**src/rtl/usb_pkg.sv**
```systemverilog
`default_nettype none
// ============================================================================
//  Module      : usb_pkg
//  Description : Shared definitions for the USB token-field transmitter:
//                token state encoding, CRC5 polynomial/preset and field widths.
//  Revision    : 1.0 - initial release
// ============================================================================
package usb_pkg;

    localparam int ADDR_W    = 7;
    localparam int ENDP_W    = 4;
    localparam int CRC5_W    = 5;
    localparam int DATA_BITS = ADDR_W + ENDP_W;

    // x^5 + x^2 + 1, with the x^5 term implied by the shift-out
    localparam logic [CRC5_W-1:0] CRC5_POLY = 5'b00101;
    localparam logic [CRC5_W-1:0] CRC5_INIT = 5'b11111;

    typedef enum logic [1:0] {
        ST_IDLE = 2'd0,
        ST_DATA = 2'd1,
        ST_CRC  = 2'd2,
        ST_DONE = 2'd3
    } tx_state_e;

endpackage
`default_nettype wire

```
**src/rtl/crc5_gen.sv**
```systemverilog
`default_nettype none
// ============================================================================
//  Module      : crc5_gen
//  Description : Serial CRC5 LFSR, one data bit per enabled cycle.
//  Ports       : clk     - clock
//                nRst    - asynchronous active-low reset (to CRC5_INIT)
//                preset  - load CRC5_INIT (wins over enable)
//                enable  - fold din into the register this cycle
//                din     - serial data bit
//                crc     - current register contents
//  Revision    : 1.0 - initial release
// ============================================================================
module crc5_gen
    import usb_pkg::*;
(
    input  logic              clk,
    input  logic              nRst,
    input  logic              preset,
    input  logic              enable,
    input  logic              din,
    output logic [CRC5_W-1:0] crc
);

    logic [CRC5_W-1:0] crc_q;
    logic [CRC5_W-1:0] crc_d;
    logic              fb;

    always_comb begin
        fb    = din ^ crc_q[CRC5_W-1];
        crc_d = crc_q;
        if (preset) begin
            crc_d = CRC5_INIT;
        end else if (enable) begin
            crc_d = {crc_q[CRC5_W-2:0], 1'b0} ^ (fb ? CRC5_POLY : '0);
        end
    end

    always_ff @(posedge clk or negedge nRst) begin
        if (!nRst) begin
            crc_q <= CRC5_INIT;
        end else begin
            crc_q <= crc_d;
        end
    end

    assign crc = crc_q;

endmodule
`default_nettype wire

```
**src/rtl/crc5_token_tx.sv**
```systemverilog
`default_nettype none
// ============================================================================
//  Module      : crc5_token_tx
//  Description : Serialises a USB token field (addr, endp, inverted CRC5)
//                as NRZ bits, one bit per shift_en strobe.
//  Ports       : clk, nRst        - clock, asynchronous active-low reset
//                start            - send request (accepted only in IDLE)
//                addr[6:0]        - device address, latched on accept
//                endp[3:0]        - endpoint, latched on accept
//                shift_en         - advance to next bit
//                abort            - cancel current field, back to IDLE
//                tx_bit           - current serial bit (0 when not valid)
//                tx_valid         - tx_bit carries a field bit
//                busy             - not IDLE
//                done             - one-cycle completion pulse
//  Revision    : 1.0 - initial release
// ============================================================================
module crc5_token_tx
    import usb_pkg::*;
(
    input  logic              clk,
    input  logic              nRst,
    input  logic              start,
    input  logic [ADDR_W-1:0] addr,
    input  logic [ENDP_W-1:0] endp,
    input  logic              shift_en,
    input  logic              abort,
    output logic              tx_bit,
    output logic              tx_valid,
    output logic              busy,
    output logic              done
);

    localparam logic [3:0] LAST_DATA = 4'(DATA_BITS - 1);
    localparam logic [3:0] LAST_CRC  = 4'(CRC5_W - 1);

    tx_state_e         state_q, state_d;
    logic [3:0]        cnt_q, cnt_d;
    logic [ADDR_W-1:0] addr_q, addr_d;
    logic [ENDP_W-1:0] endp_q, endp_d;

    logic                 crc_preset;
    logic                 crc_enable;
    logic [CRC5_W-1:0]    crc;
    logic [DATA_BITS-1:0] field;
    logic                 data_bit;
    logic                 crc_bit;

    // Address occupies the low bits so that counter order equals wire order.
    assign field    = {endp_q, addr_q};
    assign data_bit = field[cnt_q];

    // CRC goes out MSB first and inverted; counter restarts at 0 for this phase.
    always_comb begin
        crc_bit = 1'b0;
        case (cnt_q[2:0])
            3'd0:    crc_bit = ~crc[4];
            3'd1:    crc_bit = ~crc[3];
            3'd2:    crc_bit = ~crc[2];
            3'd3:    crc_bit = ~crc[1];
            3'd4:    crc_bit = ~crc[0];
            default: crc_bit = 1'b0;
        endcase
    end

    always_comb begin
        state_d    = state_q;
        cnt_d      = cnt_q;
        addr_d     = addr_q;
        endp_d     = endp_q;
        crc_preset = 1'b0;
        crc_enable = 1'b0;
        tx_bit     = 1'b0;
        tx_valid   = 1'b0;
        busy       = 1'b1;
        done       = 1'b0;

        case (state_q)
            ST_IDLE: begin
                busy = 1'b0;
                if (start) begin
                    addr_d     = addr;
                    endp_d     = endp;
                    cnt_d      = 4'd0;
                    crc_preset = 1'b1;
                    state_d    = ST_DATA;
                end
            end
            ST_DATA: begin
                tx_valid = 1'b1;
                tx_bit   = data_bit;
                if (abort) begin
                    state_d = ST_IDLE;
                end else if (shift_en) begin
                    crc_enable = 1'b1;
                    if (cnt_q == LAST_DATA) begin
                        cnt_d   = 4'd0;
                        state_d = ST_CRC;
                    end else begin
                        cnt_d = cnt_q + 4'd1;
                    end
                end
            end
            ST_CRC: begin
                tx_valid = 1'b1;
                tx_bit   = crc_bit;
                if (abort) begin
                    state_d = ST_IDLE;
                end else if (shift_en) begin
                    if (cnt_q == LAST_CRC) begin
                        cnt_d   = 4'd0;
                        state_d = ST_DONE;
                    end else begin
                        cnt_d = cnt_q + 4'd1;
                    end
                end
            end
            ST_DONE: begin
                done    = 1'b1;
                state_d = ST_IDLE;
            end
            default: begin
                state_d = ST_IDLE;
            end
        endcase
    end

    always_ff @(posedge clk or negedge nRst) begin
        if (!nRst) begin
            state_q <= ST_IDLE;
            cnt_q   <= 4'd0;
            addr_q  <= '0;
            endp_q  <= '0;
        end else begin
            state_q <= state_d;
            cnt_q   <= cnt_d;
            addr_q  <= addr_d;
            endp_q  <= endp_d;
        end
    end

    crc5_gen u_crc5_gen (
        .clk    (clk),
        .nRst   (nRst),
        .preset (crc_preset),
        .enable (crc_enable),
        .din    (data_bit),
        .crc    (crc)
    );

endmodule
`default_nettype wire
```
**config.mk**
```make
export PLATFORM = sky130hd
export DESIGN_NAME = crc5_token_tx
export DESIGN_NICKNAME = d
export VERILOG_FILES = /design/src/rtl/usb_pkg.sv /design/src/rtl/crc5_gen.sv /design/src/rtl/crc5_token_tx.sv
export SDC_FILE = /design/constraint.sdc
export NUM_CORES = 1
export LEC_CHECK = 0
export BUFFER_PORTS_ARGS = -buffer_cell sky130_fd_sc_hd__buf_2
export CAP_MARGIN = 20
export CORE_MARGIN = 1
export CORE_UTILIZATION = 29
export DETAILED_ROUTE_END_ITERATION = 10
export REMOVE_ABC_BUFFERS = 1
export SYNTH_ARGS = -nofsm -noshare
export SYNTH_HDL_FRONTEND = slang
export SYNTH_SLANG_ARGS = --single-unit
```
**constraint.sdc**
```tcl
create_clock -name clk -period 2.1 [get_ports clk]
set_input_delay 0.21 -clock clk [delete_from_list [all_inputs] [get_ports clk]]
set_output_delay 0.21 -clock clk [all_outputs]
set_load 0.02 [all_outputs]
```
; ---- Word level (Yosys, flattened, before mapping)
; Cells that the tools add are included.
[classes]
n_mux = 31
bitwise = 7
order_cmp = 1
reduce_logical = 8
add_sub_neg = 1
n_eq_ne = 18
[op_table]
columns = cell, count
row1 = $mux 4, 7
row2 = $mux 2, 7
row3 = $ne 3x3->1 const B, 4
row4 = $pmux 4 s3, 1
row5 = $mux 5, 2
row6 = $ne 2x2->1 const B, 5
row7 = $mux 1, 9
row8 = $pmux 2 s4, 1
row9 = $eq 3x2->1 const B, 2
row10 = $reduce_and 6->1, 1
row11 = $lt 4x5->1 const B, 1
row12 = $not 1->1, 5
row13 = $pmux 1 s5, 1
row14 = $reduce_and 5->1, 1
row15 = $xor 5x5->5, 1
row16 = $add 4x1->4 const B, 1
row17 = $bmux 1 s4, 1
row18 = $eq 2x2->1 const B, 2
row19 = $eq 4x3->1 const B, 1
row20 = $eq 4x4->1 const B, 1
row21 = $eq 3x1->1 const B, 1
row22 = $eq 3x3->1 const B, 1
row23 = $logic_not 3->1, 1
row24 = $mux 3, 1
row25 = 8 further kinds, 8
[totals]
input_bits = 16
out_inout_bits = 4
regBits = 22

; ---- Depth between registers and ports, before layout
; Gate-level depths: netlist of the first run.
[logic_depth]
word_depth = 7
depth_mapped = 8
mapped_depth_nobuf = 7

; ---- Modules after synthesis
; A second synthesis of the first run with hierarchy kept.
[hier_totals]
hier_cells = 121
hier_area_um2 = 1385.1
[by_module_without_submodules]
columns = module, n_inst, cells_per_inst, area_each_um2, seq_area_each_um2
row1 = crc5_token_tx, 1, 103, 1138.6, 425.4
row2 = crc5_gen, 1, 18, 246.5, 131.4

; ---- Worst setup path after synthesis of the first run
; Ideal clock, no wire load.
[synth_path]
path_type = flip-flop to output port
start = reg cnt_q[0]
end = out tx_bit
t_arrival_ns = 1.582
path_slack_ns = 0.308
n_path_buf = 1
path_stages_with_launch = 7
cell_sequence = dfrtp_1 > buf_6 > mux2i_1 > a221oi_4 > o2bb2ai_2 > a22oi_1 > nor2b_1
[synth_via]
elab_chain_cells = 3
elab_cells_between_ends = 9
classes_between = eq/ne: 4 / mux: 4 / reduce/logical: 1
[synth_rtl]
columns = item, line
row1 = start: declaration, crc5_token_tx.sv:38  ; logic [3:0] cnt_q, cnt_d;
row2 = start signal: assignment, crc5_token_tx.sv:136  ; cnt_q <= cnt_d;
row3 = $bmux 1 s4 (tied with other cells), crc5_token_tx.sv:51  ; assign data_bit = field[cnt_q];
row4 = $mux 1 (implied by the code) or $pmux 1 s5 (tied branches), "crc5_token_tx.sv:51, crc5_token_tx.sv:56"
row5 = $pmux 1 s2 (*), crc5_token_tx.sv:78  ; case (state_q)
row6 = end: declaration, crc5_token_tx.sv:28  ; output logic tx_bit,
; Mark *: on every way between the ends. The rest lies on a longest branch, timed or not. The select of a mux whose other input is x is not followed.

; ---- Worst setup path after layout of the first run
[layout_path]
start = reg cnt_q[2]
end = out tx_bit
; The elaborated chain is that of the path after synthesis.

==> flow_summary_export.csv, run 1 <==
group,metric,value,unit
logic_synthesis,yosysMostFrequentCell,"dfrtp_1",
drt,drc,0,
logic_synthesis,synth_area,1405,sq um
sta,hold_viol_final,0,
clock_network,cts.sinks,22,
sta,worst_slack,12.50,ps
sta,fin_hold_ws,173.2,ps
sta,maxSlewViolCount,0,
critical_path,path_delay_family,"compound AO/OA/AOI/OAI gates",
job,cap_violations,0,
clock_network,ctsRootBufferMaster,"clkbuf_8",
clock_network,worstSkewPairLatency,270,ps
final_layout,regArea,559.3,sq um
global_route,antenna_found_initial,0,
logic_synthesis,synth_cells,126,
logic_synthesis,synth_top_area_share,30.28,%
sta,tightestPinTransition,504.5,ps
critical_path,end_kind,"output pin",
drt,dr_total_vias,1036,
die,coreArea,4504,sq um
sta,max_freq,479.0,MHz
sta,clock_skew,6.383,ps
placement,place_congestion,0.8743,
clock_network,cts_buffers,3,
clock_network,cts_tree,"yes",
die,die_y,71.61,microns
logic_synthesis,synth_area_leaders,"dfrtp_1, mux2_2, dfstp_2",
drt,dr.pass1.iters,4,
die,initial_core_util,31.19,%
final_layout,multi_input_area,782.0,sq um
drt,drt_iter0_drc,70,
placement,dpl_cell_area,1539,sq um
final_layout,n_antenna_cell,0,
critical_path,crit_path_top_delay_cell,"dfrtp_1",
logic_synthesis,avgSynthCellArea,11.15,sq um
final_layout,stdcell_area,1679,sq um
critical_path,cp_data_required_time,1890,ps
logic_synthesis,yosysWarnings,0,
global_route,grt_max_degree,23,
drt,via_per_inst,5.078,
critical_path,cpPeakStageDelay,580,ps
final_layout,post-route-util,37.28,%
critical_path,path_cells,"nor2_1 -> a221oi_4 -> o2bb2ai_2 -> a22oi_2 -> nor2b_1 -> buf_4",
sta,slew-limit-headroom,66.37,%
critical_path,critPathLaunchType,"flip-flop",
logic_synthesis,ys_seq_area_share,39.63,%
final_layout,drive_above_1_share,43.42,%
drt,drt-wirelength-per-cell,14.68,microns
clock_network,cts.path.max_buffers,2,
pwr,power_leakage,0.7501,nW
placement,io_buffer_count,19,
sta,rsz0062_at_grt,"true",
final_layout,syn2layout_area_growth,19.50,%
pwr,power_density,1523,nW/um^2
placement,dp_hpwl,2221,microns
sta,finalCriticalPeriod,2088,ps
critical_path,path_max_fanout,10,
sta,min_period_over_period,99.40,%
logic_synthesis,async_flop_share,100.0,%
critical_path,crit_arrival,1880,ps
logic_synthesis,synthDistinctLibCells,43,
clock_network,htree_num_levels,1,
pwr,vdd_ir_drop_max,0.0005083,V
placement,pre_cts_slack,164.1,ps
die,rows,24,
logic_synthesis,synth_edf_count,0,
global_route,grt_pass1_vias,1048,
final_layout,fin_nets,178,
status,status,"finished clean",
critical_path,crit_buf_inv,1,
logic_synthesis,synth_area_leader_cell,"dfrtp_1",
die,dieArea,5127,sq um
die,pin_count,20,
drt,drt-total-wl,2994,microns
sta,setup_viol,0,
die,die_w,71.61,microns
sta,setup_tns,0,ps
hold_path,hold_path.class,"input pin to flip-flop",
logic_synthesis,ys_ff_latch,22,
logic_synthesis,netlist_top_cells_count,"dfrtp_1, inv_1, mux2_2",
global_route,grt_pass1_wl,4919,microns
final_layout,fillCellCount,443,
global_route,grt.total_usage,12.43,%
critical_path,critical_path_class,"flip-flop to output pin",
drt,ant_nets,0,
clock_network,path_clk_slew,90,ps
logic_synthesis,ys.flop_type,"dfrtp_1",
global_route,overflow,0,
-- through the flow --
stage,cells,power [mW]
after global placement,195,1.995
after global routing,204,2.753
final,204,2.557
after floorplan,122,1.739
after detailed placement,195,2.055
after CTS,202,2.508
-- kinds of logic (layout without fill, tap and decap cells) --
kind of cell / after synthesis / after routing / synth area share, %
buf+inv: 16 / 42 / 6.144
simple gates: 34 / 34 / 14.43
compound gates: 26 / 26 / 16.47
mux: 17 / 17 / 14.07
flops: 22 / 22 / 39.63
fa+ha+maj: 9 / 9 / 8.014
xor+xnor: 2 / 2 / 1.247
-- what timing repair did --
item | in CTS | in global routing
gates cloned | 0 | 0
setup buffers | 2 | 2
pin swaps | 2 | 3
hold buffers | 1 | 0
endpoints found under the hold margin | 17 | 0
endpoints found under the setup margin | 1 | 1
resized for setup | 2 | 7
-- cells in the final DEF (no fill, tap or decap), types with 2 or more instances in the layout --
cell type	netlist	routed
buf_2	0	18
dfrtp_1	17	15
mux2_2	12	12
inv_1	12	11
nand2_1	10	10
ha_1	9	7
buf_4	1	6
dfstp_2	5	5
nor2_1	4	4
mux2i_1	4	4
nand3_1	4	4
o211ai_1	3	3
o31ai_1	3	3
o21ai_0	3	3
clkbuf_8	0	3
nand2b_4	2	2
nor2b_1	2	2
o2bb2ai_2	2	2
nand3b_1	2	2
or3_1	2	2
a21o_1	2	2
a21oi_1	2	2
dfrtp_2	0	2
-- power by group --
group          internal (mW)  total, mW  switching (mW)
Sequential             0.630      0.768           0.138
Combinational          0.677       1.39           0.710
Clock                  0.255      0.403           0.149
-- worst paths after layout --
check / start / end / slack (ps) / cells after the start
min in group asynchronous: nRst / state_q[1] / 430 / 2
hold reg to reg: addr_q[4] / addr_q[4] / 510 / 1
max in group asynchronous: nRst / cnt_q[0] / 1290 / 2
setup / recovery: cnt_q[2] / tx_bit / 10 / 6
setup reg to reg: state_q[0] / cnt_q[3] / 130 / 7
hold / removal: addr[6] / addr_q[6] / 170 / 2
-- layer usage --
layer,GRT usage (%),share of wire [%],up-vias
met5,0,0,-
met4,2.614,1.8,0
met3,3.235,5.7,6
met2,21.70,49,39
met1,15.47,44,494
li1,-,-,497
-- layout make-up --
cell class	count	area share (%)
Clock buffer	3	2.459
Clock inverter	1	1.788
Inverter	12	2.683
Multi-Input combinational cell	88	46.57
Sequential cell	22	33.31
Tap cell	52	3.875
Timing Repair Buffer	26	9.314
-- state kept, by name (all words and copies together) (netlist names) --
register / count
u_crc5_gen.crc: 5
endp_q: 4
cnt_q: 4
addr_q: 7
state_q: 2
(Power assumes the default switching activity.)
==> run 2, diff against run 1 <==
--- a/config.mk
+++ b/config.mk
@@ -5,11 +5,11 @@
 export SDC_FILE = /design/constraint.sdc
 export NUM_CORES = 1
 export LEC_CHECK = 0
-export BUFFER_PORTS_ARGS = -buffer_cell sky130_fd_sc_hd__buf_2
 export CAP_MARGIN = 20
 export CORE_MARGIN = 1
 export CORE_UTILIZATION = 29
 export DETAILED_ROUTE_END_ITERATION = 10
+export DONT_BUFFER_PORTS = 1
 export REMOVE_ABC_BUFFERS = 1
 export SYNTH_ARGS = -nofsm -noshare
 export SYNTH_HDL_FRONTEND = slang
==> flow_summary_export.csv, run 2 (synthesized netlist as in run 1, its figures left out) <==
group,metric,value,unit
critical_path,critical_path_class,"flip-flop to output pin",
pwr,p_clk_share,16.2,%
placement,pre_cts_slack,100.9,ps
drt,drt_iter0_drc,41,
hold_path,hold_path.class,"input pin to flip-flop",
final_layout,n_antenna_cell,0,
sta,setup_viol,0,
sta,tightestPinTransition,386.2,ps
final_layout,top_register,"addr_q",
job,cap_violations,0,
sta,rsz0062_at_grt,"true",
final_layout,largest_reg_flops,7,
clock_network,worstSkewPairLatency,270,ps
critical_path,crit_buf_inv,0,
global_route,grt_pass1_wl,4774,microns
drt,drt-wirelength-per-cell,15.25,microns
die,rows,24,
critical_path,end_kind,"output pin",
placement,io_buffer_count,0,
placement,placed_cells,176,
drt,ant_nets,0,
critical_path,critPathLaunchType,"flip-flop",
sta,slew-limit-headroom,74.18,%
global_route,grt_pass1_vias,1020,
die,die_y,71.61,microns
drt,via_per_inst,5.100,
critical_path,path_delay_family,"multiplexers",
drt,drt-total-wl,2897,microns
critical_path,cpPeakStageDelay,530,ps
pwr,power_density,1561,nW/um^2
final_layout,final_cell_mix,"dfrtp_1, inv_1, mux2_2, nand2_1, buf_4",
critical_path,path_cells,"mux4_2 -> nand2b_4 -> o2bb2ai_2 -> a22oi_2 -> nor2b_4",
sta,setup_tns,0,ps
critical_path,timing.rr.start,"state_q[1]",
die,die_w,71.61,microns
status,status,"finished clean",
placement,dp_hpwl,2042,microns
die,coreArea,4504,sq um
pwr,vdd_ir_drop_max,0.0005638,V
pwr,p_switching,0.9842,mW
global_route,overflow,0,
clock_network,ctsRootBufferMaster,"clkbuf_8",
pwr,combPwrFrac,54.0,%
sta,min_period_over_period,99.81,%
final_layout,post-route-util,36.28,%
critical_path,crit_path_top_delay_cell,"mux4_2",
pwr,netSwitchingFraction,38.59,%
final_layout,layout_commonest_cell,"dfrtp_1",
die,pin_count,20,
final_layout,final_cells,190,
die,dieArea,5127,sq um
final_layout,fin_nets,164,
pwr,internal-power,1.566,mW
critical_path,cp_data_required_time,1890,ps
drt,drc,0,
sta,hold_viol_final,0,
sta,clock_skew,2.501,ps
sta,worst_slack,3.974,ps
critical_path,crit_arrival,1890,ps
clock_network,path_clk_slew,90,ps
sta,maxSlewViolCount,0,
placement,place_congestion,0.7895,
final_layout,syn2layout_area_growth,16.30,%
critical_path,crit_start,"cnt_q[0]",
sta,finalCriticalPeriod,2096,ps
critical_path,path_max_fanout,6,
clock_network,cts.path.max_buffers,2,
global_route,antenna_found_initial,0,
hold_path,hp-start,"addr[6]",
die,initial_core_util,31.19,%
final_layout,fillCellCount,459,
clock_network,cts_tree,"yes",
sta,max_freq,477.1,MHz
final_layout,drive_above_1_share,36.96,%
clock_network,htree_num_levels,1,
clock_network,cts.sinks,22,
drt,dr_total_vias,969,
pwr,power_leakage,0.7099,nW
global_route,grt.total_usage,12.07,%
pwr,power_frac_seq,29.8,%
clock_network,cts_buffers,3,
pwr,total_power,2.550,mW
drt,dr.pass1.iters,4,
global_route,grt_max_degree,23,
[run 2: layout make-up]
cell class | count | area [sq um] | share of cell area, %
sequential | 22 | 559.3 | 34.23
tap | 52 | 65.06 | 3.982
timing repair buffer | 12 | 116.4 | 7.121
inverter | 12 | 45.04 | 2.757
clock inverter | 1 | 30.03 | 1.838
clock buffer | 3 | 41.29 | 2.527
multi-input combinational | 88 | 777.0 | 47.55
[run 2: repair_timing]
| action | 4_1_cts | 5_1_grt |
|---|---|---|
| endpoints found under the hold margin | 22 | 0 |
| gates cloned | 0 | 0 |
| hold buffers | 1 | 0 |
| pin swaps | 0 | 4 |
| setup buffers | 3 | 5 |
| endpoints found under the setup margin | 1 | 1 |
| gates resized for setup | 5 | 4 |
[run 2: metrics by stage]
step | area, sq um | hold slack (ps)
after floorplan | 1364 | -85.59
after global routing | 1634 | 61.61
after detailed placement | 1444 | -84.72
after CTS | 1555 | 70.52
final | 1634 | 78.13
after global placement | 1444 | -84.73
[run 2: layer usage]
metal	global-route usage [%]	part of all wire [%]	up-vias
met5	0	0	-
met4	4.357	2.2	0
met3	4.219	5.0	8
met2	18.76	46	31
met1	15.56	47	465
li1	-	-	465
[run 2: power by group through the flow]
stage	logic [mW]	clock network (mW)	registers [mW]
after floorplan	1.01	0	0.731
after global placement	1.15	0	0.775
after detailed placement	1.19	0	0.779
after CTS	1.26	0.424	0.768
after global routing	1.51	0.442	0.784
final	1.38	0.413	0.761
[run 2: path summary, 6_finish.rpt]
path	endpoint	slack, ps	cells after the start
worst max-delay path	tx_bit	4	5
worst min-delay path	addr_q[6]	80	1
min in group asynchronous	u_crc5_gen.crc[4]	540	1
worst max register to register	cnt_q[3]	160	7
max in group asynchronous	u_crc5_gen.crc[2]	1350	2
worst min register to register	u_crc5_gen.crc[3]	510	2
